==> config.mk <==
export PLATFORM = sky130hd
export DESIGN_NAME = trigger_logic
export DESIGN_NICKNAME = d
export VERILOG_FILES = /design/src/rtl/capture_pkg.sv /design/src/rtl/trig_edge_det.sv /design/src/rtl/trigger_logic.sv
export SDC_FILE = /design/constraint.sdc
export NUM_CORES = 1
export LEC_CHECK = 0
export BUFFER_PORTS_ARGS = -buffer_cell sky130_fd_sc_hd__buf_2
export CAP_MARGIN = 20
export CELL_PAD_IN_SITES_DETAIL_PLACEMENT = 0
export CELL_PAD_IN_SITES_GLOBAL_PLACEMENT = 2
export CORE_ASPECT_RATIO = 0.8
export CORE_UTILIZATION = 30
export DETAILED_ROUTE_END_ITERATION = 8
export GPL_ROUTABILITY_DRIVEN = 0
export GPL_TIMING_DRIVEN = 0
export PLACE_DENSITY_LB_ADDON = 0.12
export RECOVER_POWER = 25
export SETUP_SLACK_MARGIN = 0.4
export SLEW_MARGIN = 20
export SYNTH_ARGS = -nofsm -noshare
export SYNTH_HDL_FRONTEND = slang
export SYNTH_HIERARCHICAL = 1
export SYNTH_SLANG_ARGS = --single-unit
export TNS_END_PERCENT = 50
==> constraint.sdc <==
create_clock -name clk -period 4.43 [get_ports clk]
set_input_delay 1.1075 -clock clk [delete_from_list [all_inputs] [get_ports clk]]
set_output_delay 1.1075 -clock clk [all_outputs]
set_load 0.01 [all_outputs]
==> src/rtl/capture_pkg.sv <==
// Shared types and constants for the acquisition trigger path.
package capture_pkg;

    typedef enum logic [1:0] {
        IDLE  = 2'd0,
        FILL  = 2'd1,
        ARMED = 2'd2,
        TRIGD = 2'd3
    } trig_state_e;

    localparam int          PRE_W   = 9;
    localparam int          TO_W    = 12;
    localparam logic [11:0] AUTO_TO = 12'd4095;

endpackage

==> src/rtl/trig_edge_det.sv <==
// Threshold-crossing detector: remembers the previous decimated sample and
// flags a rising or falling crossing of the latched level on the current one.
module trig_edge_det (
    input  logic       clk,
    input  logic       rst_n,
    input  logic       clr,
    input  logic       smpl_vld,
    input  logic [7:0] ch_data,
    input  logic [7:0] lvl,
    input  logic       rising,
    output logic       edge_hit
);

    logic [7:0] prev_q, prev_d;
    logic       prev_valid_q, prev_valid_d;
    logic       cur_above, prev_above;

    // NOTE: every always_comb target gets a default first so no latch is inferred.
    always_comb begin
        prev_d       = prev_q;
        prev_valid_d = prev_valid_q;
        if (clr) begin
            prev_valid_d = 1'b0;
        end else if (smpl_vld) begin
            prev_d       = ch_data;
            prev_valid_d = 1'b1;
        end
    end

    // With lvl == 0 every sample is "above", so neither crossing can occur.
    always_comb begin
        cur_above  = (ch_data >= lvl);
        prev_above = (prev_q >= lvl);
        if (rising) edge_hit = smpl_vld && prev_valid_q && !prev_above && cur_above;
        else        edge_hit = smpl_vld && prev_valid_q && prev_above && !cur_above;
    end

    // NOTE: state updates use non-blocking assignments so all flops sample together.
    always_ff @(posedge clk or negedge rst_n) begin
        if (!rst_n) begin
            prev_q       <= '0;
            prev_valid_q <= 1'b0;
        end else begin
            prev_q       <= prev_d;
            prev_valid_q <= prev_valid_d;
        end
    end

endmodule

==> src/rtl/trigger_logic.sv <==
// Acquisition trigger FSM: pre-trigger fill, armed edge search with optional
// autoroll timeout, and hold in TRIGD until the capture side finishes.
module trigger_logic
    import capture_pkg::*;
(
    input  logic       clk,
    input  logic       rst_n,
    input  logic       smpl_en,
    input  logic [7:0] ch_data,
    input  logic [7:0] trig_lvl,
    input  logic       trig_edge,
    input  logic [8:0] trig_pos,
    input  logic       autoroll,
    input  logic       start,
    input  logic       stop,
    input  logic       capture_done,
    output logic       armed,
    output logic       trigger,
    output logic       triggered,
    output logic       forced,
    output logic       busy
);

    trig_state_e      state_q, state_d;
    logic [7:0]       lvl_q, lvl_d;
    logic             rising_q, rising_d;
    logic [PRE_W-1:0] pos_q, pos_d;
    logic             auto_q, auto_d;
    logic [PRE_W-1:0] pre_cnt_q, pre_cnt_d;
    logic [TO_W-1:0]  to_cnt_q, to_cnt_d;
    logic             armed_q, armed_d;
    logic             trigger_q, trigger_d;
    logic             triggered_q, triggered_d;
    logic             forced_q, forced_d;
    logic             busy_q, busy_d;

    logic edge_clr, edge_smpl, edge_hit;

    assign edge_clr  = (state_q == IDLE) && start && !stop;
    assign edge_smpl = smpl_en && ((state_q == FILL) || (state_q == ARMED));

    trig_edge_det u_edge_det (
        .clk      (clk),
        .rst_n    (rst_n),
        .clr      (edge_clr),
        .smpl_vld (edge_smpl),
        .ch_data  (ch_data),
        .lvl      (lvl_q),
        .rising   (rising_q),
        .edge_hit (edge_hit)
    );

    always_comb begin
        state_d   = state_q;
        lvl_d     = lvl_q;
        rising_d  = rising_q;
        pos_d     = pos_q;
        auto_d    = auto_q;
        pre_cnt_d = pre_cnt_q;
        to_cnt_d  = to_cnt_q;
        forced_d  = forced_q;
        trigger_d = 1'b0;

        if (stop) begin
            state_d  = IDLE;
            forced_d = 1'b0;
        end else begin
            case (state_q)
                IDLE: if (start) begin
                    lvl_d     = trig_lvl;
                    rising_d  = trig_edge;
                    pos_d     = trig_pos;
                    auto_d    = autoroll;
                    pre_cnt_d = '0;
                    state_d   = FILL;
                end
                FILL: begin
                    if (pos_q == '0) begin
                        state_d  = ARMED;
                        to_cnt_d = '0;
                    end else if (smpl_en) begin
                        pre_cnt_d = pre_cnt_q + 9'd1;
                        if (pre_cnt_q + 9'd1 == pos_q) begin
                            state_d  = ARMED;
                            to_cnt_d = '0;
                        end
                    end
                end
                ARMED: begin
                    // A real edge outranks a timeout landing on the same sample.
                    if (edge_hit) begin
                        state_d   = TRIGD;
                        trigger_d = 1'b1;
                        forced_d  = 1'b0;
                    end else if (auto_q && smpl_en) begin
                        if (to_cnt_q == AUTO_TO) begin
                            state_d   = TRIGD;
                            trigger_d = 1'b1;
                            forced_d  = 1'b1;
                        end else begin
                            to_cnt_d = to_cnt_q + 12'd1;
                        end
                    end
                end
                TRIGD: if (capture_done) begin
                    state_d  = IDLE;
                    forced_d = 1'b0;
                end
                default: state_d = IDLE;
            endcase
        end

        armed_d     = (state_d == ARMED);
        triggered_d = (state_d == TRIGD);
        busy_d      = (state_d != IDLE);
    end

    always_ff @(posedge clk or negedge rst_n) begin
        if (!rst_n) begin
            state_q     <= IDLE;
            lvl_q       <= '0;
            rising_q    <= 1'b0;
            pos_q       <= '0;
            auto_q      <= 1'b0;
            pre_cnt_q   <= '0;
            to_cnt_q    <= '0;
            armed_q     <= 1'b0;
            trigger_q   <= 1'b0;
            triggered_q <= 1'b0;
            forced_q    <= 1'b0;
            busy_q      <= 1'b0;
        end else begin
            state_q     <= state_d;
            lvl_q       <= lvl_d;
            rising_q    <= rising_d;
            pos_q       <= pos_d;
            auto_q      <= auto_d;
            pre_cnt_q   <= pre_cnt_d;
            to_cnt_q    <= to_cnt_d;
            armed_q     <= armed_d;
            trigger_q   <= trigger_d;
            triggered_q <= triggered_d;
            forced_q    <= forced_d;
            busy_q      <= busy_d;
        end
    end

    assign armed     = armed_q;
    assign trigger   = trigger_q;
    assign triggered = triggered_q;
    assign forced    = forced_q;
    assign busy      = busy_q;

endmodule

==> out/qor.txt, run 1 <==
status - finished with violations
failing checks - capacitance limit, slew limit
Area growth syn-to-layout - 16.0%
CP required - 4.67 ns
pwr dens - 551 nW/µm²
Synth cell types - 57
Final Max Tran Viols - 58
Hold Violations, Final - 0
Starting Density - 31.1%
clk buf depth - 2
CP arrival - 3.91 ns
most frequent cell after synthesis - nand2_1
clock latency on the worst-skew pair - 0.30 ns
CTS Buf Count - 5
nets@finish - 481
unrepaired setup endpoints after global routing - no
core outline area - 10900 µm²
Clock Sinks - 56
setup TNS - 0 ns
Buffers on Ports - 37
Starting DRT DRC Count - 122
Post-Place Worst Slack - 0.237 ns
syn avg cell area - 8.94 µm²
CTS tree - built
top cells by area, synth - dfrtp_1, nand2_1, ha_1, nor2_1, o21ai_0
crit path max fanout - 6
Worst Hold Depth - 2
critical path launch point type - primary input
Slew headroom - -18.8%
layout cells sized above 1 - 17.4%
Final min period - 3.67 ns
cell taking the most area after synthesis - dfrtp_1
# rows - 34
WL final - 8.38 mm
Detail Placement HPWL - 6.26 mm
Least-Margin Pin Slew - 1.78 ns
worst reg2reg path depth - 13
fillers - 1158
DRC Markers - 0
Top FF cell, synth - dfrtp_1
number of routed nets with antenna violations - 0
asr flop ratio synth - 100%
Top Usage Layer GRT - met1
Worst VDD drop - 0.000192 V
Die Ht - 97.2 µm
setup bufs post-CTS - 0
GRT Util Overall - 15.3%
total gr overflow - 0
met1 usage - 23.7%
via/cell ratio - 4.77
vias in the first global route - 2698
cell area after synthesis - 3400 µm²
Mapped Nets - 436
clk slew on worst S/H paths - 0.07 ns
number of I/O pins - 38
#FFs+latches synth - 56
Final WS setup - 0.757 ns
CP endpoint kind - register
period utilisation layout - 82.9%
setup violators final - 0
synth warn - 6
clk_skew - 0.00587 ns
Peak Freq - 272 MHz
first drt pass iteration count - 4
post-synthesis sequential area ratio - 41.3%
H-Tree Level Count - 2
largest net degree at the start of global routing - 31
initial antenna violation count - 0
Synth Instances - 380
WL/cell - 14.7 µm
Min-Delay Path Class - register to register
Leak - 0.00182 µW
met2 Usage GRT - 21.4%
diode count - 0
post-synth top area share - 41.3%
Die W - 121 µm
Root Driver - clkbuf_16
Crit Path Category - primary input to register
global-route wire length before repair - 13.9 mm
Post-synth top cells - nand2_1, dfrtp_1, nor2_1, ha_1
maxcap violations - 2
vias post-DR - 2717
full die area - 11800 µm²
met3 Track Usage GR - 2.76%
Post-synth EDFFs - 0
## where the power goes
part / internal, µW / total, µW / switching (µW)
sequential: 670 / 797 / 127
combinational: 395 / 913 / 519
clock: 267 / 458 / 192
total: 1330 / 2170 / 838
## path summary, 6_finish.rpt
kind                                         to  startpoint  slack, ns
max in group asynchronous          to_cnt_q[11]       rst_n       0.95
max                                 to_cnt_q[9]  ch_data[2]       0.76
min in group asynchronous  u_edge_det/prev_q[6]       rst_n       1.15
min                                    lvl_q[3]    lvl_q[3]       0.48
max reg2reg                         to_cnt_q[9]    lvl_q[0]       0.97
min reg2reg                            lvl_q[3]    lvl_q[3]       0.48
## cells by family after synthesis
logic type	synth area share, %
AND/OR/NAND/NOR	24.6
AO/OA/AOI/OAI	14.3
buffers and inverters	4.53
XOR/XNOR	3.61
multiplexers	3.24
adder cells (fa/ha/maj)	8.47
flip-flops	41.3
## per-stage QoR
stage	cell area (µm²)	utilization (%)	cells	total power (µW)	hold WS [ns]
5_1_grt	3940	36.0	570	2360	0.513
3_5_place_dp	3780	34.6	562	1720	0.467
2_1_floorplan	3400	-	380	1470	0.446
6_report	3940	36.0	570	2170	0.481
4_1_cts	3950	36.1	570	2200	0.485
3_3_place_gp	3760	34.4	561	1710	0.460
## sequential cells by signal, summed over array words and instances, names as in the netlist, 2 cells and up
| name | flops |
|---|---|
| lvl_q | 8 |
| pos_q | 9 |
| pre_cnt_q | 9 |
| state_q | 2 |
| to_cnt_q | 12 |
| u_edge_det/prev_q | 8 |
## critical path, cell delays in order
cell and delay [ns]:
buf_2 0.11, ha_1 0.30, a211oi_1 0.20, o21ai_0 0.19, a21oi_1 0.22, nand4b_1 0.13
mux2i_1 0.19, o21ai_0 0.22, nand3b_1 0.17, nor3_4 0.30, or3b_1 0.39, buf_6 0.15
nor2_2 0.09, o32a_1 0.15
## cells in the final DEF (no fill, tap or decap), types with 3 or more instances in the layout
master | netlist | routed
nand2_1 | 89 | 89
dfrtp_1 | 56 | 56
buf_2 | 3 | 39
nor2_1 | 32 | 32
ha_1 | 23 | 23
inv_1 | 20 | 20
o21ai_0 | 20 | 20
a21oi_1 | 10 | 10
clkbuf_1 | 7 | 10
nand3_1 | 9 | 9
xor2_1 | 8 | 8
nor3_1 | 9 | 8
mux2_2 | 8 | 8
xnor2_1 | 6 | 6
and3_1 | 6 | 6
o32a_1 | 6 | 6
o21ai_1 | 5 | 5
clkbuf_16 | 0 | 5
nor2b_1 | 4 | 4
nand3_2 | 3 | 3
nand2b_1 | 3 | 3
nand4b_1 | 3 | 3
nand3b_1 | 3 | 3
o41ai_1 | 3 | 3
## what timing repair did
action | 4_1_cts | 5_1_grt
setup endpoints to repair | 0 | 6
hold buffers | 0 | 0
gates resized for setup | 0 | 2
## metal layers
layer	vias up	routed length, µm
met5	-	0
li1	1401	-
met2	41	3320
met1	1268	4680
met3	7	272
met4	0	97
## layout make-up
class	instances	area (µm²)	share of cell area (%)
repair buffers	38	188	4.76
plain buffers	14	78.8	2.00
clock inverters	2	35.0	0.889
well taps	144	180	4.57
inverters	20	75.1	1.91
flip-flops and latches	56	1400	35.6
clock buffers	6	129	3.27
multi-input cells	290	1850	47.0
Power figures use the tool's default switching activity.
==> run 2, diff against run 1 <==
==> constraint.sdc (replaced) <==
create_clock -name clk -period 3.35 [get_ports clk]
set_input_delay 0.8375 -clock clk [delete_from_list [all_inputs] [get_ports clk]]
set_output_delay 0.8375 -clock clk [all_outputs]
set_load 0.01 [all_outputs]
==> run 2 against run 1 <==
  * Via count is 1.5% higher
  * Cell count is 0.88% higher
  * The flow still finishes with violations (capacitance limit, slew limit)
  * Worst setup slack worse by 0.50 ns
  * Flip-flop and latch count stayed put
  * Register-to-register slack worse by 0.72 ns
  * Critical endpoint is now to_cnt_q[8]
  * Die area stayed put
  * Sequential share of layout area is 1.5 points lower
  * Sequential power is 33% higher
  * Largest power group unchanged
  * Critical path depth stayed put
==> out/qor.txt, run 2 (same netlist as run 1, synthesis figures left out) <==
via/cell ratio - 4.80 (was 4.77)
GRT Util Overall - 15.2% (was 15.3%)
clk_skew - 0.00445 ns (was 0.00587 ns)
Area after DPL - 3800 µm² (was 3780 µm²)
CP peak stage delay - 0.39 ns (about the same)
Least-Margin Pin Slew - 1.67 ns (was 1.78 ns)
Detail Placement HPWL - 6.21 mm (was 6.26 mm)
status - finished with violations (unchanged)
WL final - 8.61 mm (was 8.38 mm)
Post-Place Worst Slack - -0.215 ns (was 0.237 ns)
Clock Sinks - 56 (unchanged)
core outline area - 10900 µm² (unchanged)
largest registers - to_cnt_q (12), pos_q (9), pre_cnt_q (9) (unchanged)
WL/cell - 15.0 µm (was 14.7 µm)
Top cell by count, worst path - a2111oi_4 (was o21ai_0)
Worst VDD drop - 0.000272 V (was 0.000192 V)
max FFs per register - 12 (unchanged)
layout cells sized above 1 - 21.6% (was 17.4%)
Final Max Tran Viols - 29 (was 58)
vias in the first global route - 2681 (was 2698)
global-route wire length before repair - 13.9 mm (about the same)
full die area - 11800 µm² (unchanged)
CP endpoint kind - register (unchanged)
setup TNS - 0 ns (unchanged)
period utilisation layout - 92.4%
total gr overflow - 0 (unchanged)
nets@finish - 487 (was 481)
setup violators final - 0 (unchanged)
Root Driver - clkbuf_16 (unchanged)
Crit Path Category - register to register (was primary input to register)
first drt pass iteration count - 4 (unchanged)
crit-path leading delay family - compound AO/OA/AOI/OAI gates (was simple AND/OR/NAND/NOR gates)
crit path max fanout - 6 (unchanged)
clk slew on worst S/H paths - 0.07 ns (about the same)
Hold Violations, Final - 0 (unchanged)
Buffers on Ports - 37 (unchanged)
CTS Hold Bufs - 0 (unchanged)
Buf/Inv on CP - 2 (unchanged)
clock latency on the worst-skew pair - 0.30 ns (about the same)
maxcap violations - 1 (was 2)
Min-Delay Path Class - register to register (unchanged)
post-route cell area - 4110 µm² (was 3940 µm²)
pwr dens - 755 nW/µm² (was 551 nW/µm²)
Final min period - 3.10 ns
Final WS setup - 0.254 ns (was 0.757 ns)
Leak - 0.00187 µW (was 0.00182 µW)
number of I/O pins - 38 (unchanged)
commonest non-fill, non-tap cell in the layout - nand2_1 (unchanged)
failing checks - capacitance limit, slew limit (unchanged)
Starting DRT DRC Count - 154 (was 122)
commonest cells after routing, fill and taps aside - nand2_1, dfrtp_1, buf_2, nor2_1, ha_1 (unchanged)
vias post-DR - 2759 (was 2717)
largest net degree at the start of global routing - 30 (was 31)
Biggest register - to_cnt_q (unchanged)
clk buf depth - 2 (unchanged)
Area growth syn-to-layout - 21.1% (was 16.0%)
CTS tree - built (unchanged)
H-Tree Level Count - 2 (unchanged)
Slew headroom - -11.0% (was -18.8%)
initial antenna violation count - 0 (unchanged)
diode count - 0 (unchanged)
DRC Markers - 0 (unchanged)
crit path cell chain - inv_2 > ha_4 > nand2b_4 > a2111oi_4 > a2111oi_4 > a2111oi_4 > mux2i_2 > o21ai_1 > nand3b_1 > nor3_4 > or3b_4 > buf_8 > nor2_2 > o32a_1 (was buf_2 > ha_1 > a211oi_1 > o21ai_0 > a21oi_1 > nand4b_1 > mux2i_1 > o21ai_0 > nand3b_1 > nor3_4 > or3b_1 > buf_6 > nor2_2 > o32a_1)
Post-Route Utilization - 37.6% (was 36.0%)
CP arrival - 3.28 ns (was 3.91 ns)
CP max stage cell - a2111oi_4 (was or3b_1)
Starting Density - 31.1% (unchanged)
unrepaired setup endpoints after global routing - yes (was no)
CTS Buf Count - 5 (unchanged)
number of routed nets with antenna violations - 0 (unchanged)
Peak Freq - 323 MHz
critical path launch point type - register (was primary input)
CP required - 3.53 ns (was 4.67 ns)
Die Ht - 97.2 µm (unchanged)
Die W - 121 µm (unchanged)
# rows - 34 (unchanged)
## run 2: changes by cell type in the layout (fill, tap and decap cells not counted), sizes merged
cell,change
clkinv,-1
bufinv,+1
buf,+6
clkbuf,-1
## run 2: layer usage
layer  share of wire (%)  up-vias  GRT usage (%)
li1                    -     1405              -
met1                  54     1285           23.0
met2                  41       61           21.5
met3                 4.6        8           2.99
met4                 1.1        0           4.37
met5                   0        -              0
## run 2: final timing paths
path                                      start          end  slack (ns)  depth (start not counted)
setup / recovery           u_edge_det/prev_q[0]  to_cnt_q[8]        0.25                         14
setup reg to reg           u_edge_det/prev_q[0]  to_cnt_q[8]        0.25                         14
hold / removal                         lvl_q[4]     lvl_q[4]        0.48                          2
min in group asynchronous                 rst_n     lvl_q[6]        0.95                          1
hold reg to reg                        lvl_q[4]     lvl_q[4]        0.48                          2
max in group asynchronous                 rst_n  to_cnt_q[1]        0.87                          2
## run 2: layout make-up
type	count	area, µm²
Buffer	14	88.8
Clock buffer	5	125
Clock inverter	2	60.1
Fill cell	1128	6820
Inverter	20	75.1
Multi-Input combinational cell	290	1950
Sequential cell	56	1400
Tap cell	144	180
Timing Repair Buffer	44	235
## run 2: power by group
group	internal, µW	switching [µW]	total (µW)
Combinational	607	759	1370
Clock	425	255	680
Sequential	887	174	1060
## run 2: what timing repair did
action                     4_1_cts  5_1_grt
buffers inserted                 4        1
pin swaps                       11        3
setup endpoints to repair       14       15
resized for setup                7       13
cloned                           0        1
## run 2: through the flow
| stage | hold slack (ns) | std cells | total power [µW] |
|---|---|---|---|
| after global placement | 0.463 | 561 | 2280 |
| after CTS | 0.469 | 573 | 3100 |
| after global routing | 0.504 | 575 | 3340 |
| after detailed placement | 0.467 | 562 | 2290 |
| final | 0.478 | 575 | 3110 |
| after floorplan | 0.446 | 380 | 1950 |
## run 2: worst min-delay path, cell delays in order (launching register included)
cell,delay [ns]
dfrtp_1,0.34
nand2_1,0.05
nand2_1,0.06
==> run 3, diff against run 2 <==
--- a/config.mk
+++ b/config.mk
@@ -7,14 +7,14 @@
 export LEC_CHECK = 0
 export BUFFER_PORTS_ARGS = -buffer_cell sky130_fd_sc_hd__buf_2
 export CAP_MARGIN = 20
-export CELL_PAD_IN_SITES_DETAIL_PLACEMENT = 0
+export CELL_PAD_IN_SITES_DETAIL_PLACEMENT = 1
 export CELL_PAD_IN_SITES_GLOBAL_PLACEMENT = 2
 export CORE_ASPECT_RATIO = 0.8
 export CORE_UTILIZATION = 30
 export DETAILED_ROUTE_END_ITERATION = 8
 export GPL_ROUTABILITY_DRIVEN = 0
 export GPL_TIMING_DRIVEN = 0
-export PLACE_DENSITY_LB_ADDON = 0.12
+export PLACE_DENSITY_LB_ADDON = 0.08
 export RECOVER_POWER = 25
 export SETUP_SLACK_MARGIN = 0.4
 export SLEW_MARGIN = 20
==> run 3 against run 2 <==
  * The run now ends clean
  * Maximum frequency decreased by 0.21%
  * Total power fell by 5.7%
  * Global-route usage rose by 1.3 points
  * Clock-buffer cell count stayed put
  * First-iteration DRC count decreased by 44%
  * Non-clock buffer count is the same
  * Via count grew 2.1%
  * Critical path type unchanged
  * Flip-flop and latch count unchanged
  * Routed wire length is 5.2% higher
  * Worst hold slack worse by 0.0035 ns
  * Cell area decreased by 1.9%
  * Largest cell class unchanged
==> out/qor.txt, run 3 (same netlist as run 1, synthesis figures left out) <==
Detail Placement HPWL - 6.75 mm (was 6.21 mm)
Biggest register - to_cnt_q (unchanged)
number of I/O pins - 38 (unchanged)
Min-Delay Path Class - register to register (unchanged)
initial antenna violation count - 0 (unchanged)
met3 Track Usage GR - 2.93% (was 2.99%)
Multi-input gate area - 1910 µm² (was 1950 µm²)
Leak - 0.00184 µW (was 0.00187 µW)
CTS Hold Bufs - 0 (unchanged)
met2 Usage GRT - 23.8% (was 21.5%)
Final min period - 3.10 ns (about the same)
Starting Density - 31.1% (unchanged)
CP max stage cell - a2111oi_4 (unchanged)
sw frac - 40.2% (was 38.2%)
CTS tree - built (unchanged)
Top cell by count, worst path - a2111oi_4 (unchanged)
GRT Util Overall - 16.5% (was 15.2%)
core outline area - 10900 µm² (unchanged)
# rows - 34 (unchanged)
Hold Violations, Final - 0 (unchanged)
Starting DRT DRC Count - 87 (was 154)
via/cell ratio - 4.89 (was 4.80)
global-route wire length before repair - 15.0 mm (was 13.9 mm)
WL final - 9.06 mm (was 8.61 mm)
Setup crit start - lvl_q[0] (was u_edge_det/prev_q[0])
Post-Place Worst Slack - -0.223 ns (was -0.215 ns)
switching pwr - 1180 µW (was 1190 µW)
largest net degree at the start of global routing - 32 (was 30)
Post-Route Utilization - 36.9% (was 37.6%)
H-Tree Level Count - 2 (unchanged)
Top Usage Layer GRT - met1 (unchanged)
setup TNS - 0 ns (unchanged)
pwr dens - 726 nW/µm² (was 755 nW/µm²)
Least-Margin Pin Slew - 1.45 ns (was 1.67 ns)
CP peak stage delay - 0.42 ns (was 0.39 ns)
status - complete, no violations (was finished with violations)
Slew headroom - 3.49% (was -11.0%)
CP arrival - 3.28 ns (about the same)
nets@finish - 487 (unchanged)
Worst VDD drop - 0.000382 V (was 0.000272 V)
commonest non-fill, non-tap cell in the layout - nand2_1 (unchanged)
reg2reg end - to_cnt_q[8] (unchanged)
Peak Freq - 322 MHz (was 323 MHz)
number of routed nets with antenna violations - 0 (unchanged)
Internal Power - 1750 µW (was 1920 µW)
Crit Path Category - register to register (unchanged)
crit path max fanout - 6 (unchanged)
worst hold path startpoint - lvl_q[4] (unchanged)
commonest cells after routing, fill and taps aside - nand2_1, dfrtp_1, buf_2, nor2_1, ha_1 (unchanged)
Gate power share - 45.3% (was 44.0%)
WHS - 0.475 ns (was 0.478 ns)
register area - 1400 µm² (unchanged)
Buffers on Ports - 37 (unchanged)
Worst Hold Depth - 2 (unchanged)
period utilisation layout - 92.6% (was 92.4%)
setup violators final - 0 (unchanged)
Flop pwr share - 36.1% (was 34.1%)
CP required - 3.53 ns (about the same)
Area growth syn-to-layout - 18.8% (was 21.1%)
fillers - 1302 (was 1128)
DRC Markers - 0 (unchanged)
met1 usage - 25.1% (was 23.0%)
WL/cell - 15.7 µm (was 15.0 µm)
diode count - 0 (unchanged)
Final Max Tran Viols - 0 (was 29)
first drt pass iteration count - 4 (unchanged)
largest registers - to_cnt_q (12), pos_q (9), pre_cnt_q (9) (unchanged)
total gr overflow - 0 (unchanged)
Critical R2R Launch - lvl_q[0] (was u_edge_det/prev_q[0])
Clk network pwr share - 18.6% (was 21.9%)
CP endpoint kind - register (unchanged)
clk slew on worst S/H paths - 0.08 ns (was 0.07 ns)
layout cells sized above 1 - 20.6% (was 21.6%)
crit path cell chain - ha_1 > nand2b_4 > a2111oi_4 > a2111oi_4 > a2111oi_4 > mux2i_2 > o21ai_1 > nand3b_1 > nor3_4 > or3b_4 > buf_6 > nor2_2 > o32a_1 (was inv_2 > ha_4 > nand2b_4 > a2111oi_4 > a2111oi_4 > a2111oi_4 > mux2i_2 > o21ai_1 > nand3b_1 > nor3_4 > or3b_4 > buf_8 > nor2_2 > o32a_1)
clk buf depth - 2 (unchanged)
full die area - 11800 µm² (unchanged)
Die W - 121 µm (unchanged)
clock latency on the worst-skew pair - 0.30 ns (about the same)
Die Ht - 97.2 µm (unchanged)
Clock Sinks - 56 (unchanged)
CTS Buf Count - 5 (unchanged)
max FFs per register - 12 (unchanged)
Final WS setup - 0.247 ns (was 0.254 ns)
Root Driver - clkbuf_16 (unchanged)
critical path launch point type - register (unchanged)
worst reg2reg path depth - 13 (was 14)
reg2reg setup slack - 0.25 ns (about the same)
unrepaired setup endpoints after global routing - yes (unchanged)
maxcap violations - 0 (was 1)
vias post-DR - 2816 (was 2759)
hold path endpoint - lvl_q[4] (unchanged)
Pwr Total - 2930 µW (was 3110 µW)
clk_skew - 0.00534 ns (was 0.00445 ns)
vias in the first global route - 2894 (was 2681)
run 3: changes by cell type in the layout (fill, tap and decap cells not counted), moves of 2 or more:
cell / delta
ha_1: +2
a21oi_2: -2
bufinv_16: -2
ha_4: -2
a21oi_1: +2
run 3: through the flow:
stage,std cells,cell area [µm²]
detailed placement,562,3800
global route,576,4040
floorplan,380,3410
global placement,561,3780
CTS,573,4010
finish,576,4040
run 3: worst max-delay path by stage:
stage                        endpoint  slack, ns  cells after the start
final                     to_cnt_q[8]       0.25                     13
after global routing      to_cnt_q[8]       0.08                     13
after CTS                 to_cnt_q[6]       0.16                     13
after detailed placement  to_cnt_q[6]      -0.22                     14
after global placement    to_cnt_q[4]      -0.12                     14
after floorplan           to_cnt_q[9]       0.40                     13
run 3: worst max-delay path, delay by kind of cell, from the launching register on:
kind | cells | cell delay [ns]
mux | 1 | 0.36
compound gates | 5 | 1.19
fa+ha+maj | 1 | 0.29
buf+inv | 1 | 0.13
simple gates | 5 | 0.64
flops | 1 | 0.38
run 3: final cells by class:
type                    instances  share of cell area (%)
plain buffers                  14                    2.11
inverters                      20                    1.86
multi-input cells             290                    47.3
flip-flops and latches         56                    34.7
clock buffers                   5                    3.10
clock inverters                 3                   0.558
well taps                     144                    4.47
repair buffers                 44                    5.83
run 3: per-layer routing:
layer / wire length, µm / vias up / share of wire (%)
li1: - / 1414 / -
met1: 5020 / 1364 / 55
met2: 3670 / 33 / 40
met3: 290 / 5 / 3.2
met4: 79 / 0 / 0.87
met5: 0 / - / 0
run 3: power by group through the flow:
stage | clock (µW) | combinational (µW) | sequential, µW
CTS | 581 | 1320 | 1060
detailed placement | 0 | 1230 | 1070
finish | 544 | 1330 | 1060
global route | 595 | 1500 | 1090
global placement | 0 | 1210 | 1070
floorplan | 0 | 923 | 1030
run 3: repair_timing:
action                     CTS  global route
gates cloned                 0             1
hold endpoints to repair     0             0
gates resized for setup      6             6
pin swaps                    9             8
buffers inserted             3             2
setup endpoints to repair   14            16
